<file path="src/rtl/cache_req_sequencer.sv">
`timescale 1ns/1ps
// Front-end for the two-level cache: buffers read addresses, issues one single-cycle read at a
// time, and returns data plus service level over valid/ready with saturating hit statistics.
module cache_req_sequencer #(
  parameter int ADDR_WIDTH = 11,
  parameter int DATA_WIDTH = 32,
  parameter int FIFO_DEPTH = 4,
  parameter int CNT_WIDTH  = 16
) (
  input  logic                  clk,
  input  logic                  rst,
  input  logic                  in_valid,
  output logic                  in_ready,
  input  logic [ADDR_WIDTH-1:0] in_addr,
  output logic                  cache_read,
  output logic [ADDR_WIDTH-1:0] cache_addr,
  input  logic [DATA_WIDTH-1:0] cache_read_data,
  input  logic                  cache_l1_hit,
  input  logic                  cache_l2_hit,
  output logic                  resp_valid,
  input  logic                  resp_ready,
  output logic [ADDR_WIDTH-1:0] resp_addr,
  output logic [DATA_WIDTH-1:0] resp_data,
  output logic [1:0]            resp_level,
  input  logic                  stats_clear,
  output logic [CNT_WIDTH-1:0]  cnt_total,
  output logic [CNT_WIDTH-1:0]  cnt_l1,
  output logic [CNT_WIDTH-1:0]  cnt_l2,
  output logic [CNT_WIDTH-1:0]  cnt_mem,
  output logic                  busy
);
  localparam int PTR_W = $clog2(FIFO_DEPTH);

  typedef enum logic [1:0] {IDLE, ISSUE, CAPTURE, RESP} state_t;
  state_t state, state_nxt;

  logic [FIFO_DEPTH-1:0][ADDR_WIDTH-1:0] fifo_mem;
  logic [PTR_W-1:0]                      wr_ptr, rd_ptr;
  logic [PTR_W:0]                        fifo_cnt;
  logic                                  push, pop, full, empty, capture;
  logic [ADDR_WIDTH-1:0]                 cur_addr;
  logic [1:0]                            cap_level;
  logic [3:0][CNT_WIDTH-1:0]             cnt;
  logic [3:0]                            cnt_inc;

  assign full     = (fifo_cnt == (PTR_W+1)'(FIFO_DEPTH));
  assign empty    = (fifo_cnt == '0);
  assign in_ready = !full;
  assign push     = in_valid && in_ready;
  assign pop      = (state == IDLE) && !empty;
  assign capture  = (state == CAPTURE);

  always_ff @(posedge clk) begin
    if (push) fifo_mem[wr_ptr] <= in_addr;
  end

  // Pointers wrap naturally since the depth is a power of two.
  always_ff @(posedge clk) begin
    if (rst) begin
      wr_ptr   <= '0;
      rd_ptr   <= '0;
      fifo_cnt <= '0;
    end else begin
      if (push) wr_ptr <= wr_ptr + 1'b1;
      if (pop)  rd_ptr <= rd_ptr + 1'b1;
      case ({push, pop})
        2'b10:   fifo_cnt <= fifo_cnt + 1'b1;
        2'b01:   fifo_cnt <= fifo_cnt - 1'b1;
        default: ;
      endcase
    end
  end

  always_ff @(posedge clk) begin
    if (rst) state <= IDLE;
    else     state <= state_nxt;
  end

  // CAPTURE keeps cache_read low so the cache's L2->L1 promotion write lands before the next read.
  always_comb begin
    state_nxt = state;
    case (state)
      IDLE:    if (!empty) state_nxt = ISSUE;
      ISSUE:   state_nxt = CAPTURE;
      CAPTURE: state_nxt = RESP;
      RESP:    if (resp_ready) state_nxt = IDLE;
      default: state_nxt = IDLE;
    endcase
  end

  always_ff @(posedge clk) begin
    if (rst)      cur_addr <= '0;
    else if (pop) cur_addr <= fifo_mem[rd_ptr];
  end

  assign cache_read = (state == ISSUE);
  assign cache_addr = cur_addr;
  assign resp_valid = (state == RESP);
  assign busy       = (state != IDLE) || !empty;

  assign cap_level = cache_l1_hit ? 2'd0 : (cache_l2_hit ? 2'd1 : 2'd2);

  always_ff @(posedge clk) begin
    if (rst) begin
      resp_addr  <= '0;
      resp_data  <= '0;
      resp_level <= '0;
    end else if (capture) begin
      resp_addr  <= cur_addr;
      resp_data  <= cache_read_data;
      resp_level <= cap_level;
    end
  end

  // Counter order: total, L1, L2, memory. Clear beats a coincident increment.
  assign cnt_inc = {capture && (cap_level == 2'd2), capture && (cap_level == 2'd1),
                    capture && (cap_level == 2'd0), capture};

  always_ff @(posedge clk) begin
    for (int i = 0; i < 4; i++) begin
      if (rst || stats_clear)                   cnt[i] <= '0;
      else if (cnt_inc[i] && (cnt[i] != '1))    cnt[i] <= cnt[i] + 1'b1;
    end
  end

  assign cnt_total = cnt[0];
  assign cnt_l1    = cnt[1];
  assign cnt_l2    = cnt[2];
  assign cnt_mem   = cnt[3];
endmodule

</file>
<file path="config.mk">
export PLATFORM = sky130hd
export DESIGN_NAME = cache_req_sequencer
export DESIGN_NICKNAME = d
export VERILOG_FILES = /design/src/rtl/cache_req_sequencer.sv
export SDC_FILE = /design/constraint.sdc
export NUM_CORES = 1
export LEC_CHECK = 0
export BUFFER_PORTS_ARGS = -buffer_cell sky130_fd_sc_hd__buf_4
export CORE_ASPECT_RATIO = 0.75
export CORE_MARGIN = 3
export CORE_UTILIZATION = 53
export DETAILED_ROUTE_END_ITERATION = 8
export GPL_TIMING_DRIVEN = 0
export HOLD_SLACK_MARGIN = 0.03
export PLACE_DENSITY = 0.79
export SLEW_MARGIN = 0
export SYNTH_ARGS = -nofsm -noshare
export SYNTH_HDL_FRONTEND = slang
export SYNTH_SLANG_ARGS = --single-unit
</file>
<file path="constraint.sdc">
create_clock -name clk -period 2.7 [get_ports clk]
set_input_delay 0 -clock clk [delete_from_list [all_inputs] [get_ports clk]]
set_output_delay 0 -clock clk [all_outputs]
set_load 0.03 [all_outputs]
</file>
==> impl_metrics.tcl, run 1 <==
set metrics [dict create \
    die_h_um 107 \
    insertion_delay_ns 0.43 \
    route.detailed.drc 0 \
    clkTransAtPathRegs_ns 0.07 \
    final_cell_mix "174 x buf_4, 129 x dfxtp_1, 109 x nor2_1" \
    hold_violations 0 \
    ys_ff_latch 173 \
    tightest_slew_ns 0.870 \
    viasPerCell 5.56 \
    syn_inst 692 \
    finalCriticalPeriod_ns 2.53 \
    synth-edff-count 44 \
    p_comb_share_pct 26.8 \
    start_kind "flop" \
    cts-root-buf "clkbuf_16" \
    synth.avg_cell_area_sq_um 10.3 \
    grt_antenna_before_repair 0 \
    multi_input_area_sq_um 3070 \
    pre_cts_ws_ns 0.0647 \
    switching_share_pct 34.3 \
    clock-skew-final_ns 0.0132 \
    synth_area_leaders "dfxtp_1 36%, edfxtp_1 18%, mux2i_1 6.2%" \
    drive_above_1_share_pct 23.7 \
    vias 6195 \
    finalCritPeriodShare_pct 93.5 \
    numPortBuffers 173 \
    net-switching-power_uw 2610 \
    ys_types 45 \
    hold_class "primary input to flop" \
    synth_nets 757 \
    syn-cell-area_sq_um 7140 \
    slew_headroom_pct 41.5 \
    final_cell_area_sq_um 9730 \
    yosysSeqAreaShare_pct 54.6 \
    gr-total-overflow 0 \
    setup_viol 0 \
    drtIter0Drc 365 \
    dieArea_sq_um 14900 \
    arrival_ns 2.83 \
    async_flop_share_pct 0 \
    setup_ws_ns 0.174 \
    fillers 897 \
    grt_pass1_wl_um 31800 \
    drt-wirelength-per-cell_um 17.5 \
    clkPwrFrac_pct 31.9 \
    tns_ns 0 \
    finalNetCount 996 \
    cts_sinks 173 \
    synth_ff_type "dfxtp_1" \
    stdcell_count 1115 \
    report.final.slew_viol_count 0 \
    top_level_ports 174 \
    status "completed" \
    vdd_drop_max_mv 0.562 \
    seq_power_share_pct 41.3 \
    core_sq_um 13100 \
    area_growth_pct 36.2 \
    grt_usage_pct 26.6 \
    postRouteAntennaNets 0 \
    gp_congestion 0.891 \
    post_cts_buffers 0 \
    intPower_uw 5000 \
    dp_hpwl_um 13300 \
    fp-row-count 36 \
    mostFrequentLayoutCell "buf_4" \
    antenna_cells_inserted 0 \
    dr.pass1.iters 5 \
    cts_inserted_buffers 17 \
    yosysWarnings 0 \
    synth_top_area_share_pct 36.1 \
    wirelength_um 19500 \
    placed_area_sq_um 8660 \
    numPlacedInstances 1036 \
    grt_max_degree 20 \
    leakagePower_uw 0.00376 \
    path_class "flop to flop" \
    cts_max_level 4 \
    grt_pass1_vias 6285 \
    start_util_pct 54.7 \
    rsz0062_at_grt "false" \
    ff_latch_area_sq_um 3900 \
    worstPathMaxFanout 10 \
    yosys.area.top_type "dfxtp_1" \
    cts_tree "yes" \
    worstPathRequired_ns 3.00 \
    drv_cap 0 \
    end_kind "flop" \
    power_density_nw_per_um2 783 \
    cts_buffer_depth 2 \
    fp.dieW_um 140 \
    max_freq_mhz 396 \
]
synthesized netlist by cell type (15+ instances only):
library cell,n
dfxtp_1,129
nor2_1,109
nand2_1,60
edfxtp_1,44
mux2i_1,44
a21oi_1,35
nand3_1,29
xnor2_1,29
clkbuf_1,24
xor2_1,18
nand4_1,15
sequential cells by signal (all words and copies together), names as in the netlist:
signal / cells
cnt_total: 16
state: 2
resp_data: 32
cache_addr: 11
fifo_cnt: 3
fifo_mem: 44
cnt_l2: 16
resp_addr: 11
cnt_l1: 16
resp_level: 2
wr_ptr: 2
cnt_mem: 16
rd_ptr: 2
area by class of cell:
cell class                 instances  share of cell area (%)
buffer                            31                    1.26
clock buffer                      17                    4.37
timing repair buffer             221                    18.3
sequential                       173                    40.1
tap                              171                    2.20
inverter                          14                   0.540
clock inverter                    15                    1.67
multi-input combinational        473                    31.5
stage by stage:
stage          util (%)  power (uW)  hold WS [ns]
4_1_cts            74.5        7630        0.0387
6_report           74.5        7610        0.0477
3_3_place_gp       66.3        5080         0.199
3_5_place_dp       66.3        5150         0.207
5_1_grt            74.5        7940        0.0818
2_1_floorplan         -        4480        0.0989
cells by family after synthesis:
kind of cell	synth area share, %
xor+xnor	5.76
simple gates	18.3
fa+ha+maj	2.73
mux	9.63
buf+inv	2.50
compound gates	6.44
flops	54.6
final timing paths:
check,from,endpoint,slack [ns],cells after the start
worst max-delay path,cnt_mem[0]$_SDFFE_PP0P_,cnt_mem[3]$_SDFFE_PP0P_,0.17,7
worst min-delay path,cache_l2_hit,cnt_l2[8]$_SDFFE_PP0P_,0.05,5
worst max register to register,cnt_mem[0]$_SDFFE_PP0P_,cnt_mem[3]$_SDFFE_PP0P_,0.17,7
worst min register to register,cache_addr[8]$_SDFFE_PP0P_,cache_addr[8]$_SDFFE_PP0P_,0.49,2
routing by layer:
layer / track usage (%) / up-vias / wire length [um]
li1: - / 2930 / -
met5: 0 / - / 0
met2: 44.1 / 261 / 9450
met3: 7.87 / 26 / 1640
met1: 33.8 / 2978 / 8150
met4: 8.16 / 0 / 257
power by group through the flow:
| stage | registers, uW | logic [uW] | clock network, uW |
|---|---|---|---|
| after global placement | 3170 | 1910 | 0 |
| after global routing | 3170 | 2210 | 2560 |
| after floorplan | 3440 | 1040 | 0 |
| after detailed placement | 3190 | 1970 | 0 |
| final | 3150 | 2040 | 2430 |
| after CTS | 3140 | 2040 | 2450 |
critical path, cell delays in order, from the launching register on:
cell and delay (ns):
dfxtp_1 0.45, ha_1 0.29, nand4_1 0.13, nor4_1 0.74, clkbuf_1 0.42, nor3_1 0.12, xnor2_1 0.19, nor2_1 0.06
what timing repair did:
item / 4_1_cts / 5_1_grt
resized for setup: 0 / 1
endpoints found under the hold margin: 83 / 0
hold buffers: 48 / 0
endpoints found under the setup margin: 0 / 2
Note: power is estimated with default switching activity, not from simulation.
==> run 2, diff against run 1 <==
Settings changed: ABC_AREA from default to 1, CORE_UTILIZATION 53 to 54, PLACE_DENSITY 0.79 to 0.8.
==> run 2 against run 1 <==
Largest cell class unchanged. First-iteration DRC count increased by 37%. Via count is 25% higher. Worst hold slack better by 0.015 ns. Die area grew 5.6%. Final cell count rose by 30%. Clock power is 4% higher. Routed wire length grew 16%. Final area up 6.2%. Fmax increased by 2.3%. Critical path type unchanged. Global-route usage up 2.2 points. Count of clock-buffer cells in the layout increased by 7.
==> impl_metrics.tcl, run 2 <==
set metrics [dict create \
    status "completed" \
    path_buf_inv 4 \
    yosysSeqAreaShare_pct 50.6 \
    cts-root-buf "clkbuf_16" \
    finalCritPeriodShare_pct 91.5 \
    synth_area_leaders "dfxtp_1 33%, edfxtp_1 17%, nor2_1 13%" \
    insertion_delay_ns 0.43 \
    synth_ff_type "dfxtp_1" \
    finalCriticalPeriod_ns 2.47 \
    numPlacedInstances 1372 \
    top_level_ports 174 \
    grt_max_degree 17 \
    max_freq_mhz 405 \
    p_comb_share_pct 32.2 \
    clkTransAtPathRegs_ns 0.06 \
    wirelength_um 22700 \
    synth_top_area_share_pct 33.5 \
    drtIter0Drc 499 \
    intPower_uw 5470 \
    postRouteAntennaNets 0 \
    cts_inserted_buffers 17 \
    reg2reg_depth 12 \
    worstReg2RegEnd "fifo_cnt[2]$_SDFFE_PP0P_" \
    fp.dieW_um 144 \
    final_cell_mix "270 x nor2_1, 177 x buf_4, 173 x nand2_1" \
    syn_inst 1024 \
    critical_path.cell_chain "inv_1, ha_1, inv_1, a31oi_4, buf_4, ha_1, inv_1, fa_1, a21oi_1, o21ai_0, o21ai_0, a21oi_1" \
    dieArea_sq_um 15800 \
    async_flop_share_pct 0 \
    synth.avg_cell_area_sq_um 7.53 \
    synth_nets 1089 \
    hold_path.startpoint "in_valid" \
    ys_types 28 \
    dp_hpwl_um 15500 \
    top_register "fifo_mem" \
    setup_viol 0 \
    cts_buffer_depth 2 \
    route.detailed.drc 0 \
    arrival_ns 2.78 \
    cts_tree "yes" \
    min_path_cells 3 \
    cts_sinks 173 \
    synth-edff-count 44 \
    power_density_nw_per_um2 834 \
    clock-skew-final_ns 0.0116 \
    drv_cap 0 \
    core_sq_um 13800 \
    end_kind "flop" \
    reg2reg_from "state[0]$_SDFFE_PP0P_" \
    hold_violations 0 \
    tns_ns 0 \
    setup_ws_ns 0.231 \
    numPortBuffers 173 \
    dr.pass1.iters 6 \
    largest_reg_flops 44 \
    gr-total-overflow 0 \
    clkPwrFrac_pct 29.4 \
    crit_path_start "state[0]$_SDFFE_PP0P_" \
    net-switching-power_uw 3140 \
    yosysWarnings 0 \
    stdcell_count 1452 \
    vdd_drop_max_mv 0.682 \
    grt_pass1_vias 7123 \
    mostFrequentLayoutCell "nor2_1" \
    tightest_slew_ns 1.23 \
    crit_top_cell "inv_1" \
    synth.most_common_cell "nor2_1" \
    ys_ff_latch 173 \
    yosys.area.top_type "dfxtp_1" \
    ff2ff_setup_slack_ns 0.23 \
    gp_congestion 0.969 \
    grt_antenna_before_repair 0 \
    seq_power_share_pct 38.3 \
    slew_headroom_pct 17.8 \
    die_h_um 109 \
    report.final.slew_viol_count 0 \
    antenna_cells_inserted 0 \
    finalNetCount 1329 \
    worstPathMaxFanout 10 \
    leakagePower_uw 0.00441 \
    vias 7770 \
    grt_pass1_wl_um 35600 \
    path_class "flop to flop" \
    fp-row-count 37 \
    fillers 1019 \
    start_util_pct 55.7 \
    top_regs "fifo_mem x44, resp_data x32" \
    grt_usage_pct 28.7 \
    post_cts_buffers 0 \
    worstPathRequired_ns 3.01 \
    drive_above_1_share_pct 18.7 \
    drt-wirelength-per-cell_um 15.6 \
    cts_max_level 4 \
    synthTopCellsByCount "270 x nor2_1, 173 x nand2_1, 129 x dfxtp_1, 95 x o21ai_0, 81 x inv_1" \
    area_growth_pct 33.9 \
    syn-cell-area_sq_um 7710 \
    holdPathEnd "wr_ptr[1]$_SDFFE_PP0P_" \
    crit_family "adder cells" \
    slowest_stage "fa_1" \
    pre_cts_ws_ns 0.123 \
    switching_share_pct 36.4 \
    hold_class "primary input to flop" \
    viasPerCell 5.35 \
    rsz0062_at_grt "false" \
    start_kind "flop" \
    cpPeakStageDelay_ns 0.38 \
]
==> run 2: cell types whose count changed after synthesis, moves of 11 or more <==
cell	before	now
xor2_1	18	3
buf_2	2	13
mux2i_1	44	0
mux4_2	11	0
o22ai_1	0	11
nand2_1	60	173
o21ai_0	14	95
and3_1	14	0
xnor2_1	29	2
nand3_1	29	63
inv_1	14	81
a21oi_1	35	63
nor2_1	109	270
==> run 2: kinds of logic after synthesis <==
logic type	after synthesis	share of synthesized area [%]
AOI/OAI and AO/OA	171	11.4
xor gates and xnor gates	5	0.568
adders and majority gates	15	2.53
buffers and inverters	122	6.49
DFF	173	50.6
and+or+nand+nor	538	28.4
==> run 2: what timing repair did <==
action,in CTS,in global routing
resized for setup,0,3
endpoints found under the setup margin,0,1
hold endpoints to repair,82,0
hold buffers,48,0
==> run 2: worst max path at each step <==
stage / cells after the start / slack [ns] / end
CTS: 12 / 0.09 / fifo_cnt[2]$_SDFFE_PP0P_
global placement: 12 / 0.14 / fifo_cnt[2]$_SDFFE_PP0P_
floorplan: 12 / 0.52 / fifo_cnt[2]$_SDFFE_PP0P_
finish: 12 / 0.23 / fifo_cnt[2]$_SDFFE_PP0P_
detailed placement: 12 / 0.12 / fifo_cnt[2]$_SDFFE_PP0P_
global route: 12 / 0.03 / fifo_cnt[2]$_SDFFE_PP0P_
==> run 2: area by class of cell <==
class | count | area, sq um | area share, %
Timing Repair Buffer | 221 | 1780 | 17.2
Clock inverter | 8 | 104 | 1.01
Clock buffer | 24 | 503 | 4.87
Buffer | 37 | 184 | 1.78
Sequential cell | 173 | 3900 | 37.8
Tap cell | 175 | 219 | 2.12
Multi-Input combinational cell | 729 | 3320 | 32.1
Inverter | 85 | 319 | 3.09
==> run 2: worst min-delay path: cells and delay by family <==
kind / cells / cell delay (ns)
AOI/OAI and AO/OA: 1 / 0.19
and+or+nand+nor: 1 / 0.17
buffers and inverters: 1 / 0.08
==> run 2: power groups by stage <==
| stage | Combinational [uW] | Clock [uW] | Sequential (uW) |
|---|---|---|---|
| final | 2780 | 2530 | 3300 |
| after global routing | 3010 | 2650 | 3340 |
| after CTS | 2710 | 2530 | 3290 |
| after detailed placement | 2640 | 0 | 3330 |
| after global placement | 2590 | 0 | 3320 |
| after floorplan | 1120 | 0 | 3850 |
==> run 2: layer usage <==
metal	share of wire, %	GRT usage [%]
met5	0	0
met4	2.3	10.1
met3	10	8.65
met2	44	43.8
met1	44	39.1
==> run 2: through the flow <==
step / hold WS (ns) / instance area (sq um) / total power [uW] / util (%)
final: 0.0625 / 10300 / 8610 / 74.6
after global routing: 0.0986 / 10300 / 8990 / 74.6
after CTS: 0.0519 / 10300 / 8520 / 74.5
after detailed placement: 0.206 / 9230 / 5970 / 66.7
after global placement: 0.203 / 9230 / 5910 / 66.7
after floorplan: 0.0691 / 7710 / 4960 / -
